$ cat src/rtl/reorder_pkg.sv
// Shared types and constants for the double-buffered reorder FIFO (write and read sides).
package reorder_pkg;

    localparam int DEFAULT_DEPTH = 16;

    localparam int WR0_BIT    = 0;
    localparam int WR1_BIT    = 1;
    localparam int WRWAIT_BIT = 2;

    typedef enum logic [2:0] {
        WR0    = 3'b001,
        WR1    = 3'b010,
        WRWAIT = 3'b100
    } wr_state_t;

endpackage

$ cat src/rtl/wr_fsm_slot_tracker.sv
// Per-bank slot bitmap: records written slots, flags duplicates and detects the final fill.
module slot_tracker
    import reorder_pkg::*;
#(
    parameter  int DEPTH = DEFAULT_DEPTH,
    localparam int AW    = $clog2(DEPTH)
) (
    input  logic          clk,
    input  logic          rst_n,
    input  logic          clear,
    input  logic          accept,
    input  logic [AW-1:0] idx,
    output logic          dup,
    output logic          complete
);

    logic [DEPTH-1:0] bitmap;
    logic [DEPTH-1:0] hit;

    always_comb begin
        hit      = '0;
        hit[idx] = 1'b1;
        dup      = accept & bitmap[idx];
        complete = accept & ~dup & (&(bitmap | hit));
    end

    // Completion empties the map so the next bank starts clean on the following cycle.
    always_ff @(posedge clk or negedge rst_n) begin
        if (!rst_n) begin
            bitmap <= '0;
        end else if (clear || complete) begin
            bitmap <= '0;
        end else if (accept && !dup) begin
            bitmap <= bitmap | hit;
        end
    end

endmodule

$ cat src/rtl/wr_fsm.sv
// Write-side bank controller of the reorder FIFO: steers tagged entries into the filling bank.
module wr_fsm
    import reorder_pkg::*;
#(
    parameter  int DEPTH = DEFAULT_DEPTH,
    localparam int AW    = $clog2(DEPTH)
) (
    input  logic          clk,
    input  logic          rst_n,
    input  logic          wr_valid,
    input  logic [AW-1:0] wr_idx,
    output logic          wr_ready,
    output logic          mem0_we,
    output logic          mem1_we,
    output logic [AW-1:0] mem_waddr,
    output logic          mem0_lock,
    output logic          mem1_lock,
    input  logic          mem0_empty,
    input  logic          mem1_empty,
    output logic          dup_err
);

    wr_state_t state;
    wr_state_t state_nxt;

    logic filling0;
    logic filling1;
    logic accept;
    logic dup;
    logic complete;
    logic free0;
    logic free1;

    slot_tracker #(
        .DEPTH (DEPTH)
    ) u_slot_tracker (
        .clk      (clk),
        .rst_n    (rst_n),
        .clear    (~(filling0 | filling1)),
        .accept   (accept),
        .idx      (wr_idx),
        .dup      (dup),
        .complete (complete)
    );

    always_comb begin
        filling0  = (state == WR0);
        filling1  = (state == WR1);
        // rst_n gates ready so no transfer is signalled while reset is held.
        wr_ready  = rst_n & (filling0 | filling1);
        accept    = wr_valid & wr_ready;
        mem0_we   = accept & filling0 & ~dup;
        mem1_we   = accept & filling1 & ~dup;
        mem_waddr = wr_idx;
        free0     = ~mem0_lock | mem0_empty;
        free1     = ~mem1_lock | mem1_empty;

        state_nxt = state;
        case (state)
            WR0: begin
                if (complete) state_nxt = free1 ? WR1 : WRWAIT;
            end
            WR1: begin
                if (complete) state_nxt = free0 ? WR0 : WRWAIT;
            end
            WRWAIT: begin
                if (free0)      state_nxt = WR0;
                else if (free1) state_nxt = WR1;
            end
            default: state_nxt = WRWAIT;
        endcase
    end

    always_ff @(posedge clk or negedge rst_n) begin
        if (!rst_n) begin
            state <= WR0;
        end else begin
            state <= state_nxt;
        end
    end

    always_ff @(posedge clk or negedge rst_n) begin
        if (!rst_n) begin
            mem0_lock <= 1'b0;
            mem1_lock <= 1'b0;
            dup_err   <= 1'b0;
        end else begin
            dup_err <= dup;
            if (complete && filling0)            mem0_lock <= 1'b1;
            else if (mem0_lock && mem0_empty)    mem0_lock <= 1'b0;
            if (complete && filling1)            mem1_lock <= 1'b1;
            else if (mem1_lock && mem1_empty)    mem1_lock <= 1'b0;
        end
    end

endmodule

$ cat config.mk
export PLATFORM = sky130hd
export DESIGN_NAME = wr_fsm
export DESIGN_NICKNAME = d
export VERILOG_FILES = /design/src/rtl/reorder_pkg.sv /design/src/rtl/wr_fsm_slot_tracker.sv /design/src/rtl/wr_fsm.sv
export SDC_FILE = /design/constraint.sdc
export NUM_CORES = 1
export LEC_CHECK = 0
export ABC_AREA = 1
export CELL_PAD_IN_SITES_DETAIL_PLACEMENT = 2
export CELL_PAD_IN_SITES_GLOBAL_PLACEMENT = 2
export CORE_MARGIN = 2
export CORE_UTILIZATION = 30
export CTS_CLUSTER_SIZE = 12
export DETAILED_ROUTE_END_ITERATION = 8
export PLACE_DENSITY_LB_ADDON = 0.1
export SETUP_SLACK_MARGIN = 0.02
export SKIP_CTS_REPAIR_TIMING = 1
export SYNTH_ARGS = -nofsm -noshare
export SYNTH_HDL_FRONTEND = slang
export SYNTH_SLANG_ARGS = --single-unit
$ cat constraint.sdc
create_clock -name clk -period 2.3 [get_ports clk]
set_clock_uncertainty 0.2 [all_clocks]
set_input_delay 0.46 -clock clk [delete_from_list [all_inputs] [get_ports clk]]
set_output_delay 0.46 -clock clk [all_outputs]
set_load 0.01 [all_outputs]
# --- Word level (Yosys, flattened, before mapping) ---
# Cells that the tools add are included.
totals:
  ff_bits: 22
  in_bits: 9
  output_inout_bits: 10
  elab_cells: 60
op_classes:
  order_cmp: 2
  n_eq_ne: 6
  n_mux: 17
  bitwise: 17
  n_reduce_logical: 13
ops:
  columns: ["cell", "n"]
  rows:
  - ["two-way mux 16 bit", 2]
  - ["two-way mux 3 bit", 6]
  - ["OR 16 bit", 1]
  - ["AND reduction 16 bit", 1]
  - ["bitwise AND 1 bit", 9]
  - ["one-hot mux 3 bit (3 select lines)", 1]
  - ["logical AND 1 bit", 6]
  - ["two-way mux 1 bit", 6]
  - ["nonzero test 2 bit", 3]
  - ["< comparator 4 x 5 -> 1 bit, second input constant", 1]
  - ["binary-select mux 1 bit (select 4 bit)", 1]
  - ["demux 1 bit (select 4 bit)", 1]
  - [">= comparator 4 x 1 -> 1 bit, second input constant", 1]
  - ["!= test 2 x 1 -> 1 bit, second input constant", 2]
  - ["NOT 1 bit", 4]
  - ["== test 3 x 1 -> 1 bit, second input constant", 1]
  - ["== test 3 x 2 -> 1 bit, second input constant", 1]
  - ["== test 3 bit, second input constant", 1]
  - ["!= test 3 bit, second input constant", 1]
  - ["OR 1 bit", 3]
  - ["AND reduction 3 bit", 1]
  - ["zero test 1 bit", 1]
  - ["logical OR 1 bit", 1]

# --- Logic depth before layout (Yosys ltp) ---
logic_depth:
  ltp_word: 10
  mapped_depth: 13
  ltp_nobuf: 13

# --- Modules after synthesis ---
# Synthesis repeated with hierarchy kept, for this count alone.
hier_totals:
  cells_unflattened: 253
  area_unflattened_um2: 1606.5
modules_own_cells:
  columns: ["mod", "n_inst", "cells_per_inst", "area_each_um2", "seq_area_each_um2"]
  rows:
  - ["slot_tracker", 1, 196, 1207.4, 400.4]
  - ["wr_fsm", 1, 57, 399.1, 151.4]

# --- Worst setup path after synthesis ---
# OpenSTA, ideal clock, no wires.
synth_timing:
  path_type: "flip-flop to output port"
  from: "register state[0]"
  to: "output port mem0_we"
  arrival_time_ns: 1.643
  t_required_ns: 1.640
  path_slack_ns: -0.003
  stages_incl_launch_ff: 9
  path_buffers: 1
  path_cell_list: "dfstp_2 -> nand3_1 -> nand2_1 -> and2_4 -> nand2_1 -> nor2_4 -> clkbuf_2 -> inv_1 -> nor2_1"
synth_between:
  elab_chain_cells: 7
  word_cells_on_any_way: 9
  cone_classes: "eq/ne: 2; bitwise: 7"
synth_rtl:
  columns: ["item", "line", "rtl"]
  rows:
  - ["start: declaration", "wr_fsm.sv:23", "wr_state_t state;"]
  - ["start signal: assignment", "wr_fsm.sv:78", "state <= state_nxt;"]
  - ["== test 3 x 1 -> 1 bit or == test 3 x 2 -> 1 bit (tied branches)", "wr_fsm.sv:47, wr_fsm.sv:48", null]
  - ["OR 1 bit (*)", "wr_fsm.sv:50", "wr_ready = rst_n & (filling0 | filling1);"]
  - ["bitwise AND 1 bit (*)", "wr_fsm.sv:50", null]
  - ["via wr_ready", "wr_fsm.sv:12", "output logic wr_ready,"]
  - ["bitwise AND 1 bit (*)", "wr_fsm.sv:51", "accept = wr_valid & wr_ready;"]
  - ["bitwise AND 1 bit", "wr_fsm_slot_tracker.sv:23", "dup = accept & bitmap[idx];"]
  - ["NOT 1 bit", "wr_fsm.sv:52", "mem0_we = accept & filling0 & ~dup;"]
  - ["bitwise AND 1 bit (*)", "wr_fsm.sv:52", null]
  - ["end: declaration", "wr_fsm.sv:13", "output logic mem0_we,"]
# The timed path passes the listed nets; every way through them passes the cells marked *.

# --- Worst setup path after layout ---
layout_timing:
  from: "register u_slot_tracker.bitmap[10]"
  to: "output port mem1_we"
layout_between:
  elab_chain_cells: 5
layout_rtl:
  columns: ["item", "line", "rtl"]
  rows:
  - ["start: declaration", "wr_fsm_slot_tracker.sv:17", "logic [DEPTH-1:0] bitmap;"]
  - ["start signal: assignment", "wr_fsm_slot_tracker.sv:34", "bitmap <= bitmap | hit;"]
  - ["binary-select mux 1 bit (select 4 bit)", "wr_fsm_slot_tracker.sv:23", null]
  - ["two-way mux 1 bit (not written as such)", "wr_fsm_slot_tracker.sv:23", null]
  - ["bitwise AND 1 bit", "wr_fsm_slot_tracker.sv:23", null]
  - ["NOT 1 bit", "wr_fsm.sv:53", "mem1_we = accept & filling1 & ~dup;"]
  - ["bitwise AND 1 bit", "wr_fsm.sv:53", null]
  - ["end: declaration", "wr_fsm.sv:14", "output logic mem1_we,"]
# No other way between the ends. The select of a mux whose other input is x is not followed.

==> metrics.yaml <==
yosys:
  synth.area.mux_share_pct: 0
  ys_warn_count: 0
  avgSynthCellArea_um2: 6.43
  synth-seq-cells: 22
  synth_top_area_share_pct: 34.6
  synth_fa_ha_area_share_pct: 0
  synth_seq_area_share_pct: 36.4
  syn_nets: 245
  synth.distinct_cells: 23
  synth_top_family_by_area: "simple AND/OR/NAND/NOR gates"
  synth_compound_area_share_pct: 7.25
  synthXorXnorAreaFrac_pct: 0
  syn-cell-area_um2: 1520
  synth_area_leaders: "dfrtp_1 (35%), nand2_1 (24%), inv_1 (8.2%)"
  syn_inst: 236
  yosys.area_share.simple_pct: 42.4
  yosysTopAreaCell: "dfrtp_1"
floorplanning:
  dieWidth_um: 75.1
  rows: 25
  die_area_um2: 5640
  io_pins: 19
  die_height_um: 75.1
  coreArea_um2: 4790
  start_util_pct: 31.7
grt:
  grt_max_degree: 23
  antenna_found_initial: 0
  grt_pass1_vias: 1779
  globalRouteOverflowTotal: 0
  grt_util_all_layers_pct: 20.6
  grt_pass1_wl_um: 8560
drt:
  wl_um: 6180
  ant_nets: 0
  dr_total_vias: 1693
  drc: 0
  first_iter_violations: 45
  firstDrtPassIters: 4
  viasPerCell: 4.73
  wl_per_cell_um: 17.3
power_and_ir_drop:
  power.switching_uw: 497
  pwr_density_cell_nw_per_um2: 590
  p_clk_share_pct: 21.2
  p_sw_share_pct: 39.8
  internal-power_uw: 753
  p_leak_uw: 0.00115
  vdd_ir_drop_max_uv: 373
  p_comb_share_pct: 44.0
  p_seq_share_pct: 34.8
timing:
  maxSlewHeadroom_pct: 77.2
  final.min_clock_period_ns: 2.29
  finalMaxSlewViolations: 0
  fin_crit_sh_pct: 99.6
  rsz0062_at_grt: "yes"
  hold_violations: 0
  tightest_slew_ns: 0.339
  max_clock_freq_ghz: 0.436
  setup_violations: 0
place:
  place_area_um2: 1960
  hpwl_um: 4140
  port-buffer-count: 18
  gp_congestion: 0.818
run:
  drv_cap: 0
worst_setup_path:
  crit_top_cell: "nand2_1"
  cp_cell_sequence: "inv_2, nand2_1, nand2_1, nand2_1, nand2_1, nand2_1, nand2_2, nor2_2, nor2_4, inv_2, nor2_2, buf_2"
  start_kind: "flip-flop"
  worst_ep_required_time_ns: 1.64
  crit_type: "flip-flop to output port"
  critPathMaxFanout: 2
  slowest_delay_ns: 0.40
  end_kind: "output port"
  slowest_stage: "dfrtp_1"
  crit_arrival_ns: 1.63
clock_tree:
  cts_tree: "built"
  clock_path_buffers: 2
  clkSinkCount: 22
  htreeDepth: 1
  clk_pin_slew_ns: 0.09
  cts_root_buf: "clkbuf_8"
  clock_latency_ns: 0.27
  numCtsBuffers: 3
worst_hold_path:
  hold_class: "input port to async pin"
cells_and_area:
  final_common_cell: "nand2_1"
  syn_to_final_growth_pct: 39.7
  fin_nets: 301
  drive_above_1_share_pct: 29.6
  final_cell_mix: "nand2_1 (93), buf_4 (38), nor2_1 (28)"
  final_core_util_pct: 44.3
  antennaDiodeCount: 0
  design_area_um2: 2120
status:
  status: "finished, final reports clean"
==> power by group through the flow <==
stage                     logic [µW]  registers (µW)  clock network (µW)
after floorplan                  299             438                   0
after global placement           427             440                   0
after detailed placement         442             441                   0
after CTS                        444             433                 275
after global routing             607             439                 294
final                            551             436                 265
==> cells by family after synthesis <==
family / count (synthesis)
DFF: 22
buffers and inverters: 44
AOI/OAI and AO/OA: 20
and+or+nand+nor: 150
==> area by class of cell <==
| cell class | count | area (µm²) |
|---|---|---|
| flip-flops and latches | 22 | 552 |
| fillers | 618 | 2670 |
| clock buffers | 4 | 45.0 |
| repair buffers | 57 | 469 |
| multi-input cells | 172 | 832 |
| inverters | 36 | 138 |
| well taps | 67 | 83.8 |
==> worst max-delay path: cells and delay by family, from the launching register on <==
family / cells / cell delay [ns]
flops: 1 / 0.40
simple gates: 9 / 0.70
buf+inv: 3 / 0.26
==> routing by layer <==
| layer | vias to the layer above | global-route usage [%] | wire, µm |
|---|---|---|---|
| met1 | 864 | 27.4 | 2890 |
| met3 | 4 | 2.81 | 63 |
| met4 | 0 | 4.76 | 40 |
| met2 | 8 | 35.3 | 3180 |
| li1 | 817 | - | - |
| met5 | - | 0 | 0 |
==> state kept, by name (all words and copies together) (netlist names) <==
signal / flops
dup_err: 1
state: 3
mem0_lock: 1
mem1_lock: 1
u_slot_tracker.bitmap: 16
==> cells in the mapped netlist (all sizes together) <==
cell type	instances
dfstp	1
a22o	1
clkbuf	1
nand2	100
buf	7
nor3	1
nor2	39
dfrtp	21
inv	36
nand3	7
o22ai	2
o21ai	17
nand4	2
and2	1
==> stage by stage <==
step	std cells	TNS [ns]	total power [µW]	hold WS [ns]	setup slack (ns)
2_1_floorplan	236	0	737	-0.0356	0.0217
3_3_place_gp	346	-11.42	867	0.320	-0.724
3_5_place_dp	346	-12.75	883	0.331	-0.797
4_1_cts	350	-7.15	1150	0.358	-0.809
5_1_grt	358	-0.774	1340	0.118	-0.112
6_report	358	0	1250	0.0912	0.00857
==> path summary, 6_finish.rpt <==
check | start | to | slack [ns] | cells past startpoint
min reg2reg | u_slot_tracker.bitmap[15] | u_slot_tracker.bitmap[15] | 0.35 | 2
max in group asynchronous | rst_n | state[0] | 1.51 | 2
max | u_slot_tracker.bitmap[10] | mem1_we | 0.009 | 12
min | rst_n | u_slot_tracker.bitmap[12] | 0.09 | 2
max reg2reg | u_slot_tracker.bitmap[9] | mem1_lock | 0.40 | 10
min in group clk | u_slot_tracker.bitmap[15] | u_slot_tracker.bitmap[15] | 0.35 | 2
(Power assumes the default switching activity.)
